**config.mk**
```make
export PLATFORM = sky130hd
export DESIGN_NAME = module_pipe_adder_flat
export DESIGN_NICKNAME = d
export VERILOG_FILES = /design/src/rtl/module_pipe_adder_pkg.sv /design/src/rtl/module_pipe_adder_if.sv /design/src/rtl/module_pipe_adder_slice.sv /design/src/rtl/module_pipe_adder.sv /design/src/flat_wrapper.sv
export SDC_FILE = /design/constraint.sdc
export NUM_CORES = 1
export LEC_CHECK = 0
export CORE_ASPECT_RATIO = 0.5
export CORE_MARGIN = 1.5
export CORE_UTILIZATION = 58
export DETAILED_ROUTE_END_ITERATION = 8
export GPL_TIMING_DRIVEN = 0
export PLACE_DENSITY = 0.85
export SETUP_SLACK_MARGIN = 0.1
export SLEW_MARGIN = 20
export SYNTH_ARGS = -nofsm -noshare
export SYNTH_HDL_FRONTEND = slang
export SYNTH_SLANG_ARGS = --single-unit
```
**constraint.sdc**
```tcl
create_clock -name i_clk -period 3.7 [get_ports i_clk]
set_input_delay 1.11 -clock i_clk [delete_from_list [all_inputs] [get_ports i_clk]]
set_output_delay 1.11 -clock i_clk [all_outputs]
set_load 0.01 [all_outputs]
```
**src/rtl/module_pipe_adder_pkg.sv**
```systemverilog
// Shared types and helpers for the pipelined adder: operation modes and the
// mapping from a mode to the effective B operand and slice-0 carry-in.
package module_pipe_adder_pkg;

  typedef enum logic [1:0] {
    MODE_ADD = 2'b00,
    MODE_SUB = 2'b01,
    MODE_ADC = 2'b10,
    MODE_SBB = 2'b11
  } mode_e;

  // Widest operand the helper below can carry; callers zero-extend into it
  // and slice the low bits back out.
  localparam int MAX_WIDTH = 128;

  // Returns {effective B, carry-in}. Subtraction is A + ~B + cin, so SUB
  // forces cin=1 (no borrow) while SBB takes the caller's inverted borrow.
  function automatic logic [MAX_WIDTH:0] eff_b_cin(input mode_e mode,
                                                   input logic [MAX_WIDTH-1:0] b,
                                                   input logic carry);
    logic [MAX_WIDTH:0] r;
    r = {b, 1'b0};
    case (mode)
      MODE_ADD: r = {b, 1'b0};
      MODE_SUB: r = {~b, 1'b1};
      MODE_ADC: r = {b, carry};
      MODE_SBB: r = {~b, carry};
      default:  r = {b, 1'b0};
    endcase
    return r;
  endfunction

endpackage

```
**src/rtl/module_pipe_adder_if.sv**
```systemverilog
// Handshake and data bundle of the pipelined adder. The adder itself is the
// slave side; whoever issues operands and consumes results is the master.
interface module_pipe_adder_if #(
  parameter int WIDTH = 16
) ();
  logic             i_valid;
  logic             o_ready;
  logic [WIDTH-1:0] i_bit1;
  logic [WIDTH-1:0] i_bit2;
  logic             i_carry;
  logic [1:0]       i_mode;
  logic             o_valid;
  logic             i_ready;
  logic [WIDTH-1:0] o_sum;
  logic             o_carry;
  logic             o_ovf;

  modport slave (
    input  i_valid, i_bit1, i_bit2, i_carry, i_mode, i_ready,
    output o_ready, o_valid, o_sum, o_carry, o_ovf
  );

  modport master (
    output i_valid, i_bit1, i_bit2, i_carry, i_mode, i_ready,
    input  o_ready, o_valid, o_sum, o_carry, o_ovf
  );
endinterface

```
**src/rtl/module_pipe_adder_slice.sv**
```systemverilog
// One SW-bit slice of the pipelined adder: a registered add with carry-in,
// carry-out and an overflow flag built from the carry into the slice MSB.
// Only the top slice's overflow is meaningful to the enclosing adder.
module module_pipe_adder_slice #(
  parameter int SW = 4
) (
  input  logic          i_clk,
  input  logic          i_rst_n,
  input  logic          i_en,
  input  logic [SW-1:0] i_a,
  input  logic [SW-1:0] i_b,
  input  logic          i_cin,
  output logic [SW-1:0] o_sum,
  output logic          o_cout,
  output logic          o_ovf
);

  logic [SW:0] full;
  logic        msb_cin;

  // Slice sum; the carry into the MSB falls out of sum = a ^ b ^ carry_in.
  always_comb begin
    full    = {1'b0, i_a} + {1'b0, i_b} + {{SW{1'b0}}, i_cin};
    msb_cin = i_a[SW-1] ^ i_b[SW-1] ^ full[SW-1];
  end

  // Result register; frozen while the pipeline is stalled.
  always_ff @(posedge i_clk or negedge i_rst_n) begin
    if (!i_rst_n) begin
      o_sum  <= '0;
      o_cout <= 1'b0;
      o_ovf  <= 1'b0;
    end else if (i_en) begin
      o_sum  <= full[SW-1:0];
      o_cout <= full[SW];
      o_ovf  <= msb_cin ^ full[SW];
    end
  end

endmodule

```
**src/rtl/module_pipe_adder.sv**
```systemverilog
// Carry-pipelined adder/subtractor. Level k adds slice k using the carry
// registered by level k-1; operands are skewed forward and finished low
// slices are carried alongside so the whole result leaves level STAGES-1
// together. WIDTH must be a multiple of STAGES.
module module_pipe_adder
  import module_pipe_adder_pkg::*;
#(
  parameter int WIDTH  = 16,
  parameter int STAGES = 4
) (
  input  logic               i_clk,
  input  logic               i_rst_n,
  module_pipe_adder_if.slave bus
);

  localparam int SW = WIDTH / STAGES;

  logic                 en;
  logic [MAX_WIDTH:0]   eff;
  logic [WIDTH-1:0]     b_in;
  logic                 cin_in;

  logic                 vld        [STAGES];
  logic [WIDTH-1:0]     a_stage    [STAGES];  // operands as seen by slice k
  logic [WIDTH-1:0]     b_stage    [STAGES];
  logic                 cin_stage  [STAGES];
  logic [SW-1:0]        slice_sum  [STAGES];
  logic                 slice_cout [STAGES];
  logic                 slice_ovf  [STAGES];
  logic [WIDTH-1:0]     res_full   [STAGES];  // slices 0..k of one result

  // The only stall source is a result waiting on the consumer; the whole
  // pipeline advances together otherwise, so bubbles drain naturally.
  assign en          = bus.i_ready || !vld[STAGES-1];
  assign bus.o_ready = en;

  assign eff    = eff_b_cin(mode_e'(bus.i_mode), MAX_WIDTH'(bus.i_bit2), bus.i_carry);
  assign b_in   = eff[WIDTH:1];
  assign cin_in = eff[0];

  for (genvar gi = 0; gi < STAGES; gi++) begin : g_stage
    if (gi == 0) begin : g_first
      assign a_stage[gi]   = bus.i_bit1;
      assign b_stage[gi]   = b_in;
      assign cin_stage[gi] = cin_in;
      assign res_full[gi]  = WIDTH'(slice_sum[gi]);

      // Level-0 valid captures the accepted input.
      always_ff @(posedge i_clk or negedge i_rst_n) begin
        if (!i_rst_n)  vld[gi] <= 1'b0;
        else if (en)   vld[gi] <= bus.i_valid;
      end
    end else begin : g_next
      logic [WIDTH-1:0] lo_reg;

      assign cin_stage[gi] = slice_cout[gi-1];
      assign res_full[gi]  = lo_reg | (WIDTH'(slice_sum[gi]) << (gi * SW));

      // Valid bit follows its operation down the pipe.
      always_ff @(posedge i_clk or negedge i_rst_n) begin
        if (!i_rst_n)  vld[gi] <= 1'b0;
        else if (en)   vld[gi] <= vld[gi-1];
      end

      // Operand skew: upper slices see their bits one level later; no reset
      // needed because the valid bits qualify them.
      always_ff @(posedge i_clk) begin
        if (en) begin
          a_stage[gi] <= a_stage[gi-1];
          b_stage[gi] <= b_stage[gi-1];
        end
      end

      // Result de-skew: carry already-finished low slices beside the operation.
      always_ff @(posedge i_clk or negedge i_rst_n) begin
        if (!i_rst_n)  lo_reg <= '0;
        else if (en)   lo_reg <= res_full[gi-1];
      end
    end

    module_pipe_adder_slice #(.SW(SW)) u_slice (
      .i_clk   (i_clk),
      .i_rst_n (i_rst_n),
      .i_en    (en),
      .i_a     (a_stage[gi][gi*SW +: SW]),
      .i_b     (b_stage[gi][gi*SW +: SW]),
      .i_cin   (cin_stage[gi]),
      .o_sum   (slice_sum[gi]),
      .o_cout  (slice_cout[gi]),
      .o_ovf   (slice_ovf[gi])
    );
  end

  assign bus.o_valid = vld[STAGES-1];
  assign bus.o_sum   = res_full[STAGES-1];
  assign bus.o_carry = slice_cout[STAGES-1];
  assign bus.o_ovf   = slice_ovf[STAGES-1];

endmodule

```
**src/flat_wrapper.sv**
```systemverilog
// flat-port wrapper written by rule: the top's interface ports become plain ports
module module_pipe_adder_flat import module_pipe_adder_pkg::*;
#(
  parameter int WIDTH  = 16,
  parameter int STAGES = 4
)
  (i_clk, i_rst_n, bus_i_valid, bus_i_bit1, bus_i_bit2, bus_i_carry, bus_i_mode, bus_i_ready, bus_o_ready, bus_o_valid, bus_o_sum, bus_o_carry, bus_o_ovf);
  module_pipe_adder_if #(.WIDTH(WIDTH)) bus_i ();
  input  logic i_clk;
  input  logic i_rst_n;
  input wire logic [$bits(bus_i.i_valid)-1:0] bus_i_valid;
  input wire logic [$bits(bus_i.i_bit1)-1:0] bus_i_bit1;
  input wire logic [$bits(bus_i.i_bit2)-1:0] bus_i_bit2;
  input wire logic [$bits(bus_i.i_carry)-1:0] bus_i_carry;
  input wire logic [$bits(bus_i.i_mode)-1:0] bus_i_mode;
  input wire logic [$bits(bus_i.i_ready)-1:0] bus_i_ready;
  output wire logic [$bits(bus_i.o_ready)-1:0] bus_o_ready;
  output wire logic [$bits(bus_i.o_valid)-1:0] bus_o_valid;
  output wire logic [$bits(bus_i.o_sum)-1:0] bus_o_sum;
  output wire logic [$bits(bus_i.o_carry)-1:0] bus_o_carry;
  output wire logic [$bits(bus_i.o_ovf)-1:0] bus_o_ovf;
  assign bus_i.i_valid = bus_i_valid;
  assign bus_i.i_bit1 = bus_i_bit1;
  assign bus_i.i_bit2 = bus_i_bit2;
  assign bus_i.i_carry = bus_i_carry;
  assign bus_i.i_mode = bus_i_mode;
  assign bus_i.i_ready = bus_i_ready;
  assign bus_o_ready = bus_i.o_ready;
  assign bus_o_valid = bus_i.o_valid;
  assign bus_o_sum = bus_i.o_sum;
  assign bus_o_carry = bus_i.o_carry;
  assign bus_o_ovf = bus_i.o_ovf;
  module_pipe_adder #(.WIDTH(WIDTH), .STAGES(STAGES)) u_core (.i_clk(i_clk), .i_rst_n(i_rst_n), .bus(bus_i));
endmodule
```
==> metrics list <==
- The signal on the critical path passes through clkdlybuf4s50_1 > nor2b_4 > inv_4 > buf_12 > dlymetal6s2s_1.
- Average detailed-routed wire length per instance: 15.42 um
- RSZ-0062 raised after global routing: false
* DRC violation total after the first TritonRoute iteration: 186
- The die is 120.3 um wide.
- Using the TritonRoute via totals, the vias-per-cell ratio works out to between 5 and 6.
* Fmax: 307.8 MHz
- Buffers inserted during clock tree synthesis total 9.
- Of all flip-flops after synthesis, the portion carrying an async set or reset was 0.5052.
* Number of diodes: 0
- For the final routed database, the setup TNS stands at 0 ns.
- Static leakage: about 2.3 nW
* Root buffer cell: sky130_fd_sc_hd__clkbuf_16
- The critical path crosses 5 cells after its start point.
- Dividing total power by cell area gives a power density of ~800 nW/um^2.
- The most critical setup path has its startpoint at bus_i_ready.
- Flop-to-flop setup slack: ~1.7 ns
* CP Launch Type: input port
- Number of nets at the end of the flow: ~450
- Count of nets left with antenna violations after detail routing: 0
- Vias in the first global route: between 2,000 and 3,000
* Total setup violations reported at the end of the flow: 0
- The critical path is of the in -> out type.
- Worst skew pair latency: 0.35 ns
- Maximum number of pins on one net before global-route repair: 30
- Port buffering added 57 buffers.
- Sorting the synthesized cells by how often they occur yields sky130_fd_sc_hd__nand2_1 (100), sky130_fd_sc_hd__dfrtp_1 (49), sky130_fd_sc_hd__edfxtp_1 (48).
- VDD sags by at most 353.3 uV.
- Max-cap violations: 0
- The wire-length estimate of the detail-placed layout is 4898 um.
- Number of instances in the synthesized netlist: approximately 320
- Across every metal layer, demand over resource in global routing totals 0.2244.
- Result of the run: finished clean
- Share of layout cells above drive strength 1: 0.08521
- CP endpoint: bus_o_ready
- From synthesis to final layout, the design area changed by 27.42%.
- The worst register-to-register path begins at u_core.g_stage[2].u_slice.o_cout$_DFFE_PN0P_.
- TritonCTS built the clock tree.
- The largest single stage delay on the critical path is approximately 0.45 ns.
- Synth Net Count: ~380
- 59 I/O pins were placed.
* Synthesized flop and latch total: between 90 and 100
- Synth top area share: 0.3614
- Max Slew Vio Count: 0
* Placement Rows: 21
* Type of element capturing the critical path: primary output
- Terminus of the critical flop-to-flop path: u_core.g_stage[3].u_slice.o_ovf$_DFFE_PN0P_
- Final non-filler cell area: approximately 5100 um^2
- Least-Margin Pin Slew: 0.4956 ns
* Gp weighted congestion: between 0.7 and 0.8
- Tcrit/Tclk final: 0.8780
* Post-Syn Area per Cell: approximately 12 um^2
* Arrival time of data at the critical path endpoint: roughly 2.1 ns
- The routed design has between 7000 and 8000 um of wire.
* Slew headroom: 0.6696
- Die Area: roughly 7400 um^2
- Path depth of the worst reg2reg path: 7
- Data on the critical path is required at its endpoint by approximately 2.6 ns.
* Worst hold path type: reg -> reg
* Family with the most delay on the worst path: buffers and inverters
* Number of enable flip-flop cells after synthesis: between 40 and 50
- Floorplan core area: 6674 um^2
* Antenna violations before repair: 0
* DRC Markers: 0
* Utilization after layout: 0.7615
- The routed layout has between 2,000 and 3,000 vias.
* Post-route minimum period: 3.249 ns
- Critical-path cell with the highest stage delay: sky130_fd_sc_hd__clkdlybuf4s50_1
- The share of the Yosys chip area taken by registers is 0.6688.
* Total iterations of the first detailed-routing run: 4
- Buffers plus inverters on the worst setup path: 4
* Maximum root-to-sink buffer count: 2
- The initial utilization of the core area, before any placement, comes to 0.5977.
* Yosys warns: 0
- The final count of hold timing violations came to 0.
- Summing all placed instances gives a cell area of 4690 um^2.
- Summed over all layers, the global routing overflow is 0.
* Max Clock Skew: around 0.0079 ns
* Unique cell type count in the Yosys netlist: 26
- The H-tree was split into 3 levels.
- In the synthesized netlist the dominant register cell turns out to be sky130_fd_sc_hd__dfrtp_1.
- After clock tree synthesis, the clock-pin slew on the worst setup and hold paths is around 0.060 ns.
- Die Y-Extent: 61.64 um
- Count of clock tree sinks: between 90 and 100
- Area of the mapped netlist: approximately 4000 um^2
- Yosys top cell by area: sky130_fd_sc_hd__edfxtp_1
* Dominant cells by area after synthesis: sky130_fd_sc_hd__edfxtp_1 (36%), sky130_fd_sc_hd__dfrtp_1 (31%), sky130_fd_sc_hd__nand2_1 (9.4%), sky130_fd_sc_hd__xor2_1 (4.2%), sky130_fd_sc_hd__fa_1 (4.0%)
- CP Max Fanout: 15
- First-pass GRT wire length: between 10,000 and 15,000 um
- Most common cell in the synthesized netlist: sky130_fd_sc_hd__nand2_1
## stage by stage
stage	instances	hold WS (ns)	worst slack [ns]	total power [W]
2_1_floorplan	322	0.4003	0.6342	0.002519
3_3_place_gp	471	0.4005	-0.8303	0.002941
3_5_place_dp	472	0.4071	-0.9138	0.003036
4_1_cts	491	0.4173	0.1186	0.004029
5_1_grt	491	0.4272	0.3917	0.004282
6_report	491	0.4159	0.4513	0.004036
## cells in the final DEF (no fill, tap or decap)
cell                              Yosys  layout
sky130_fd_sc_hd__nor2_1              12      12
sky130_fd_sc_hd__xor2_1              19      19
sky130_fd_sc_hd__nand2_1            100     100
sky130_fd_sc_hd__a211oi_1             2       2
sky130_fd_sc_hd__inv_1               17      17
sky130_fd_sc_hd__buf_12               0       2
sky130_fd_sc_hd__a21o_1               2       2
sky130_fd_sc_hd__o2bb2ai_1            1       1
sky130_fd_sc_hd__o21ai_0              6       6
sky130_fd_sc_hd__buf_4                7       8
sky130_fd_sc_hd__bufbuf_16            0       2
sky130_fd_sc_hd__ha_1                12      12
sky130_fd_sc_hd__edfxtp_1            48      48
sky130_fd_sc_hd__nor3_1               2       2
sky130_fd_sc_hd__clkbuf_8             0       2
sky130_fd_sc_hd__dlymetal6s2s_1       0       1
sky130_fd_sc_hd__a21oi_1             14      14
sky130_fd_sc_hd__clkbuf_16            0      10
sky130_fd_sc_hd__inv_4                0       1
sky130_fd_sc_hd__clkdlybuf4s50_1      0      55
sky130_fd_sc_hd__nand3b_1             1       1
sky130_fd_sc_hd__nand2b_1             2       2
sky130_fd_sc_hd__dfrtp_1             49      49
sky130_fd_sc_hd__xnor2_1              3       3
sky130_fd_sc_hd__a22oi_1              1       1
sky130_fd_sc_hd__mux2_2               1       1
sky130_fd_sc_hd__clkbuf_1             0       2
sky130_fd_sc_hd__o21ai_1              3       3
sky130_fd_sc_hd__clkbuf_4             0       1
sky130_fd_sc_hd__nor4b_1              2       2
sky130_fd_sc_hd__nor2b_1              3       3
sky130_fd_sc_hd__buf_2                5       5
sky130_fd_sc_hd__fa_1                 8       8
sky130_fd_sc_hd__clkinvlp_4           0       1
sky130_fd_sc_hd__nor2b_4              1       1
## cells by family (layout without fill, tap and decap cells)
group           Yosys count  in the layout  share of synthesized area
mux                       1              1                   0.002823
simple gates            123            123                     0.1255
flops                    97             97                     0.6688
xor+xnor                 22             22                    0.04831
fa+ha+maj                20             20                    0.07779
compound gates           29             29                    0.04046
buf+inv                  30            107                    0.03638
## timing repair
action	4_1_cts	5_1_grt
buffers inserted	1	0
resized for setup	5	1
hold buffers	0	0
gates cloned	2	0
setup endpoints to repair	1	1
## area by class of cell
| type | instances | area [um^2] |
|---|---|---|
| Multi-Input combinational cell | 195 | 1176 |
| Fill cell | 412 | 1592 |
| Buffer | 12 | 92.59 |
| Inverter | 18 | 70.07 |
| Tap cell | 92 | 115.1 |
| Sequential cell | 97 | 2668 |
| Timing Repair Buffer | 61 | 660.6 |
| Clock inverter | 1 | 7.507 |
| Clock buffer | 15 | 292.8 |
## worst register-to-register path, delay by kind of cell (launching register included)
family / cells / cell delay [ns]
fa+ha+maj: 2 / 0.88
flops: 1 / 0.33
compound gates: 2 / 0.29
simple gates: 1 / 0.18
xor+xnor: 1 / 0.16
buf+inv: 1 / 0.08
## power by group
| part | total, W | switching, W | internal, W |
|---|---|---|---|
| sequential | 0.00179 | 0.000194 | 0.00160 |
| clock | 0.000911 | 0.000369 | 0.000541 |
| combinational | 0.00133 | 0.000694 | 0.000639 |
| total | 0.00404 | 0.00126 | 0.00278 |
## worst min-delay path by stage
stage,start,endpoint,slack (ns),depth (start not counted)
after global placement,u_core.a_stage[47]$_DFFE_PP_,u_core.a_stage[31]$_DFFE_PP_,0.40,0
after global routing,u_core.a_stage[31]$_DFFE_PP_,u_core.a_stage[15]$_DFFE_PP_,0.43,0
after floorplan,u_core.a_stage[28]$_DFFE_PP_,u_core.a_stage[12]$_DFFE_PP_,0.40,0
after CTS,u_core.b_stage[30]$_DFFE_PP_,u_core.b_stage[14]$_DFFE_PP_,0.42,0
final,u_core.b_stage[30]$_DFFE_PP_,u_core.b_stage[14]$_DFFE_PP_,0.42,0
after detailed placement,u_core.b_stage[30]$_DFFE_PP_,u_core.b_stage[14]$_DFFE_PP_,0.41,0
## metal layers
metal | part of all wire | wire, um | up-vias | track usage
met5 | 0 | 0 | - | 0
met4 | 0.024 | 183 | 0 | 0.09916
met3 | 0.064 | 483 | 17 | 0.08056
met2 | 0.52 | 3904 | 80 | 0.4180
met1 | 0.40 | 3000 | 1237 | 0.2422
li1 | - | - | 1194 | -
Power figures use the tool's default switching activity.
